File: config.mk
export PLATFORM = sky130hd
export DESIGN_NAME = sc_down_speed_counter
export DESIGN_NICKNAME = d
export VERILOG_FILES = /design/src/rtl/sc_down_speed_counter.sv
export SDC_FILE = /design/constraint.sdc
export NUM_CORES = 1
export LEC_CHECK = 0
export CORE_UTILIZATION = 45
export CTS_CLUSTER_SIZE = 25
export DETAILED_ROUTE_END_ITERATION = 12
export PLACE_DENSITY_LB_ADDON = 0.2
export SYNTH_ARGS = -nofsm -noshare
export SYNTH_HDL_FRONTEND = slang
export SYNTH_SLANG_ARGS = --single-unit
File: constraint.sdc
create_clock -name SC_downSPEEDCOUNTER_CLOCK_50 -period 3.55 [get_ports SC_downSPEEDCOUNTER_CLOCK_50]
set_input_delay 0.71 -clock SC_downSPEEDCOUNTER_CLOCK_50 [delete_from_list [all_inputs] [get_ports SC_downSPEEDCOUNTER_CLOCK_50]]
set_output_delay 0.71 -clock SC_downSPEEDCOUNTER_CLOCK_50 [all_outputs]
set_load 0.1 [all_outputs]
File: src/rtl/sc_down_speed_counter.sv
// sc_down_speed_counter: loadable, saturating down counter with a terminal
// count pulse. Load has priority over decrement; decrement is honoured only
// while the count is nonzero, so the count never wraps.
// Optional feature: define SC_DOWNSPEEDCOUNTER_AUTORELOAD_EN to turn the block
// into a periodic timer that reloads the last loaded value on terminal count.
module sc_down_speed_counter #(
  parameter int DOWNSPEEDCOUNTER_DATAWIDTH = 8
) (
  input  logic                                  SC_downSPEEDCOUNTER_CLOCK_50,
  input  logic                                  SC_downSPEEDCOUNTER_RESET_InHigh,
  input  logic                                  SC_downSPEEDCOUNTER_load_InLow,
  input  logic [DOWNSPEEDCOUNTER_DATAWIDTH-1:0] SC_downSPEEDCOUNTER_data_InBUS,
  input  logic                                  SC_downSPEEDCOUNTER_downcount_InLow,
  output logic [DOWNSPEEDCOUNTER_DATAWIDTH-1:0] SC_downSPEEDCOUNTER_data_OutBUS,
  output logic                                  SC_downSPEEDCOUNTER_zero_OutHigh,
  output logic                                  SC_downSPEEDCOUNTER_busy_OutHigh,
  output logic                                  SC_downSPEEDCOUNTER_done_OutHigh
);

  localparam int W = DOWNSPEEDCOUNTER_DATAWIDTH;
  localparam logic [W-1:0] CNT_ONE = W'(1);

  typedef enum logic {
    IDLE  = 1'b0,
    COUNT = 1'b1
  } state_t;

  state_t       state_q, state_d;
  logic [W-1:0] count_q, count_d;
  logic         done_q, done_d;
`ifdef SC_DOWNSPEEDCOUNTER_AUTORELOAD_EN
  logic [W-1:0] reload_q, reload_d;
`endif

  // Next-state, next-count and done pulse: load > decrement > hold.
  always_comb begin
    state_d = state_q;
    count_d = count_q;
    done_d  = 1'b0;
`ifdef SC_DOWNSPEEDCOUNTER_AUTORELOAD_EN
    reload_d = reload_q;
`endif
    if (!SC_downSPEEDCOUNTER_load_InLow) begin
      count_d = SC_downSPEEDCOUNTER_data_InBUS;
      state_d = (SC_downSPEEDCOUNTER_data_InBUS != '0) ? COUNT : IDLE;
`ifdef SC_DOWNSPEEDCOUNTER_AUTORELOAD_EN
      reload_d = SC_downSPEEDCOUNTER_data_InBUS;
`endif
    end else if (!SC_downSPEEDCOUNTER_downcount_InLow && (state_q == COUNT)) begin
      if (count_q == CNT_ONE) begin
        // Terminal count: done rises together with the wrap-back value.
        done_d = 1'b1;
`ifdef SC_DOWNSPEEDCOUNTER_AUTORELOAD_EN
        // COUNT is only entered through a nonzero load, so reload_q is nonzero here.
        count_d = reload_q;
        state_d = COUNT;
`else
        count_d = '0;
        state_d = IDLE;
`endif
      end else begin
        count_d = count_q - CNT_ONE;
      end
    end
  end

  // State, count and done registers with synchronous reset.
  always_ff @(posedge SC_downSPEEDCOUNTER_CLOCK_50) begin
    if (SC_downSPEEDCOUNTER_RESET_InHigh) begin
      state_q <= IDLE;
      count_q <= '0;
      done_q  <= 1'b0;
`ifdef SC_DOWNSPEEDCOUNTER_AUTORELOAD_EN
      reload_q <= '0;
`endif
    end else begin
      state_q <= state_d;
      count_q <= count_d;
      done_q  <= done_d;
`ifdef SC_DOWNSPEEDCOUNTER_AUTORELOAD_EN
      reload_q <= reload_d;
`endif
    end
  end

  assign SC_downSPEEDCOUNTER_data_OutBUS  = count_q;
  assign SC_downSPEEDCOUNTER_zero_OutHigh = (count_q == '0);
  assign SC_downSPEEDCOUNTER_busy_OutHigh = (state_q == COUNT);
  assign SC_downSPEEDCOUNTER_done_OutHigh = done_q;

endmodule
=== After elaboration in Yosys (flattened, before gate mapping) ===
Index checks and enable logic that the tools add are counted.

* $add $sub $neg: 1
* Multiply operators: 0
* Div/mod/pow operators: 0
* $lt $le $gt $ge: 0
* Equality and inequality tests: 3
* Shift operators: 0
* Muxes and demuxes: 8
* Bitwise operators: 2
* Reductions and logical operators: 6

{| class="wikitable"
|+ Operators with widths
! operator !! number
|-
| $mux 8 || 3
|-
| $eq 8x1->1 const B || 1
|-
| $logic_not 8->1 || 1
|-
| $reduce_bool 8->1 || 1
|-
| $sub 8x1->8 const B || 1
|-
| $mux 1 || 5
|-
| $ne 2x1->1 const B || 2
|-
| $reduce_or 3->1 || 1
|-
| $not 1->1 || 2
|-
| $reduce_and 2->1 || 1
|-
| $logic_and 1x1->1 || 1
|-
| $logic_not 1->1 || 1
|}

* Bits in registers: 10
* Bits in latches: 0
* RAM bits: 0
* Bits in read-only memories: 0
* Bits of input ports: 12
* Output and inout bits: 11
* Word-level logic and storage cells: 23
* Memories: 0

=== Logic depth before layout (Yosys ltp) ===
* Word-level depth: 4
* Gate-level depth with buffers: 6
* Gate-level depth less buffers: 6

=== Worst setup path before layout ===
OpenSTA, ideal clock, no wires.

* Path kind: register -> output
* Start point: register count_q[3] (netlist: SC_downSPEEDCOUNTER_data_OutBUS[3])
* End point: output SC_downSPEEDCOUNTER_zero_OutHigh
* Arrival time: 1995 ps
* Data required time: 2840 ps
* Slack: 845 ps
* Cell stages (with the launch flop): 3
* Buffers on the path: 0
* Path through: dfxtp_1 > nor4_4 > and3_1

* Cells in the longest elaborated chain, start to end: 1

{| class="wikitable"
|+ Ends and longest elaborated chain
! element !! RTL line !! text
|-
| from (decl) || 29 || <nowiki>logic [W-1:0] count_q, count_d;</nowiki>
|-
| from (signal assigned) || 78 || <nowiki>count_q <= count_d;</nowiki>
|-
| $logic_not 8->1 || 87 || <nowiki>assign SC_downSPEEDCOUNTER_zero_OutHigh = (count_q == '0);</nowiki>
|-
| to (decl) || 15 || <nowiki>output logic SC_downSPEEDCOUNTER_zero_OutHigh,</nowiki>
|}

Every way passes these cells.

=== Worst setup path after layout ===
* Start point: register count_q[5] (netlist: SC_downSPEEDCOUNTER_data_OutBUS[5])
* End point: output SC_downSPEEDCOUNTER_data_OutBUS[5]

{| class="wikitable"
|+ RTL lines
! element !! RTL line !! text
|-
| to (decl) || 14 || <nowiki>output logic [DOWNSPEEDCOUNTER_DATAWIDTH-1:0] SC_downSPEEDCOUNTER_data_OutBUS,</nowiki>
|}

No word-level cell between the ends.

==> flow_results.org <==
** STA
- For the pin with the worst max-slew slack, the measured transition is 0.973 ns.
- Max frequency :: 380 MHz
- # setup viols final :: 0
- Clock skew after layout :: 0.00761 ns
- Number of pins with negative max-slew slack in the final report :: 0
- Measured against its own limit, the worst slew margin works out to 35.0%.
- Final-layout worst hold slack :: 0.604 ns
- The smallest clock period supported by the final layout is computed as 2.63 ns.
- The worst path uses 74.2% of the clock period.
- Summed over all failing endpoints, the final setup total negative slack is 0 ns.
- The hold violation count in the final report was 0.
- RSZ-0062 raised after global routing :: no

** Final layout
- Share of cells above drive strength 1 :: 17.3%
- At the end of the flow the core is filled with cells to 68.3%.
- Compared with the post-synthesis result, the final layout area differs by 41.2%.
- Diodes inserted :: 0
- Number of nets in the final layout :: 114
- The library cells used most frequently in the layout, excluding fill and tap cells, are 19 x clkdlybuf4s50_1, 10 x dfxtp_1, 8 x nor2_1.
- Fin area :: 888 um2
- Once layout is complete, the cells apart from fillers number 113.
- Leaving out fill and tap cells, the most frequent cell in the layout is clkdlybuf4s50_1.
- After filler insertion, the fill cell instance count of the layout stands at 115.

** Setup path
- Data required time of the critical path :: 2.84 ns
- Critical path launch point type :: register
- Setup Crit Path Kind :: reg2out
- FF-to-FF Start :: SC_downSPEEDCOUNTER_data_OutBUS[3]$_SDFFE_PP0P_
- Instance count on the critical path :: 1
- Family with the most delay on the worst path :: buffers and inverters
- The largest single stage delay on the critical path is 1.18 ns.
- Of all nets on the critical path, the largest fanout is 5.
- Critical path startpoint :: SC_downSPEEDCOUNTER_data_OutBUS[5]$_SDFFE_PP0P_
- Reg2Reg Depth :: 4
- Traced cell by cell, the critical path runs through clkdlybuf4s50_1.
- The slowest stage of the critical path is the clkdlybuf4s50_1 cell.
- Data arrival at the endpoint of the critical path :: 1.92 ns
- STA classifies the critical path endpoint as an output pin.
- The number of buffers and inverters on the critical path is 1.

** Worst hold path
- WHS Path Cells :: 2
- In this run the worst hold path is classified as reg2reg.
- The worst hold path begins at SC_downSPEEDCOUNTER_busy_OutHigh$_SDFFE_PP0P_.

** Synthesis
- Register area share after synthesis :: 31.8%
- Counting flops and latches in the post-synthesis netlist gives 10.
- Yosys warning count :: 0
- Net count after synthesis :: 89
- After synthesis the cells add up to 629 um2.
- After synthesis, the netlist uses 28 different library cells.
- Share of Yosys cell area claimed by the top area cell type :: 31.8%
- After synthesis, the cell types taking the most area are dfxtp_1 32%, ha_1 6.0%, xor2_1 5.6%, a21oi_1 4.8%, nor2_1 4.8%.
- The synthesized design spends more area on one cell type than any other, namely dfxtp_1.
- Dividing the synthesized area by the synthesized cell count gives 8.50 um2.
- Synthesized netlist cell count :: 74

** Global routing
- First-pass GRT wire length :: 2480 um
- Global-route track usage on met1 :: 28.8%
- Total global routing overflow :: 0
- For met2 alone, demand over resource in global routing was 41.3%.
- Entering global routing, the biggest net connects 13 pins.
- Global Route met3 Usage :: 8.52%
- The number of antenna violations at the first check in global routing was 0.
- GRT Resource Usage Total :: 24.6%
- Most used routing layer :: met2
- The via count of the first global-routing pass came to 570.

** Drt
- The detailed router finished its first iteration with 11 violations.
- After detailed routing, the number of vias per cell comes to 5.61.
- The count of nets left with antenna violations once routing finished came out at 0.
- Total DRC errors in the routed layout :: 0
- Drt pass-1 iters :: 4
- Detailed-route via count :: 634
- Routed wire length :: 1610 um
- After detailed routing, the average wire length per cell comes to 14.3 um.

** Clocking
- H-Tree Depth :: 1
- The clock reaches the later pin of the worst-skew pair after 0.28 ns.
- Setup Buffers After CTS :: 0
- Clock Pin Slew Worst Setup and Hold Paths :: 0.08 ns
- Clock tree synthesis selected as its root buffer the cell clkbuf_4.
- Counting along the longest clock path gives a buffer depth of 2.
- TritonCTS Buffers :: 3
- Resized Gates After CTS :: 0
- Clock tree synthesis found a total of 10 sinks.
- Clock tree from TritonCTS :: built
- Post-CTS Hold Fix Bufs :: 0

** Placed design
- The wire-length estimate of the detail-placed layout is 1210 um.
- In this run, placement finished with an instance count of 109.
- Input and output buffers added on the ports amount to 22.
- At the end of routability-driven placement, the weighted congestion stood at 0.849.
- Once placement finished, the instance area stood at 852 um2.

** Pwr
- Across the VDD grid, the largest voltage drop is 0.000231 V.
- Leakage :: 0.000350 uW
- For this design the ratio of total power to cell area is 463 nW/um2.

** Floorplanning
- The core region is 1300 um2.
- The initial utilization of the core area, before any placement, comes to 48.4%.
- The floorplan step defined a die boundary enclosing 1550 um2.
- After floorplanning, the core was divided into 13 placement rows.
- From bottom edge to top edge, the die measures 39.4 um.
- Die width :: 39.4 um
- 23 I/O pins were placed.

** Status
- The flow ran to the end, and the final reports show no timing, DRC or antenna violations.

** Flow run
- Count of max-cap constraint violations :: 0
## path summary, 6_finish.rpt
kind / to / slack (ns)
setup reg to reg: SC_downSPEEDCOUNTER_data_OutBUS[0]$_SDFFE_PP0P_ / 2.15
setup / recovery: SC_downSPEEDCOUNTER_data_OutBUS[5] / 0.92
hold reg to reg: SC_downSPEEDCOUNTER_busy_OutHigh$_SDFFE_PP0P_ / 0.60
hold / removal: SC_downSPEEDCOUNTER_busy_OutHigh$_SDFFE_PP0P_ / 0.60
## cell usage after synthesis
library cell  count
nor3_1            3
nand2b_4          1
nand2_1           7
o21ai_2           2
or4_1             1
and2b_2           1
nor2_1            8
o211ai_1          1
nand3_1           2
xor2_1            4
clkbuf_1          1
o21ai_0           1
buf_2             1
dfxtp_1          10
nor4_4            1
and3_2            3
ha_1              3
nand3_2           1
a221oi_1          1
a2111oi_4         1
nor4_1            1
a211oi_1          1
xnor2_1           2
inv_1             4
o22ai_1           3
and3_1            1
a21oi_1           6
o21ai_1           3
## routing by layer
layer	wire, um	part of all wire (%)
met5	0	0
met4	32	2.0
met3	116	7.2
met2	746	46
met1	715	44
## cell families (layout without fill, tap and decap cells)
logic type	after synthesis	after routing	synth area share (%)
DFF	10	10	31.8
xor gates and xnor gates	6	6	8.35
and+or+nand+nor	30	30	28.2
buffers and inverters	6	30	3.78
AOI/OAI and AO/OA	19	19	21.9
adders and majority gates	3	3	5.96
## registers in the layout (all words and copies together) (netlist names)
signal	flops
SC_downSPEEDCOUNTER_done_OutHigh	1
SC_downSPEEDCOUNTER_data_OutBUS	8
SC_downSPEEDCOUNTER_busy_OutHigh	1
## area by class of cell
type | count | area, um2 | share of cell area [%]
multi-input cells | 58 | 405 | 45.6
clock buffers | 4 | 36.3 | 4.08
well taps | 15 | 18.8 | 2.11
inverters | 4 | 15.0 | 1.69
repair buffers | 22 | 213 | 23.9
flip-flops and latches | 10 | 200 | 22.5
## where the power goes
| group | internal (uW) | switching (uW) | leakage, uW |
|---|---|---|---|
| Sequential | 121 | 14.9 | 0.0000827 |
| Clock | 62.4 | 45.1 | 0.0000210 |
| Combinational | 53.7 | 114 | 0.000247 |
## through the flow
step,setup slack [ns],total power [uW]
floorplan,0.845,263
global placement,1.23,305
detailed placement,1.23,306
CTS,0.928,410
global route,0.874,428
finish,0.916,411
Power figures use the tool's default switching activity.
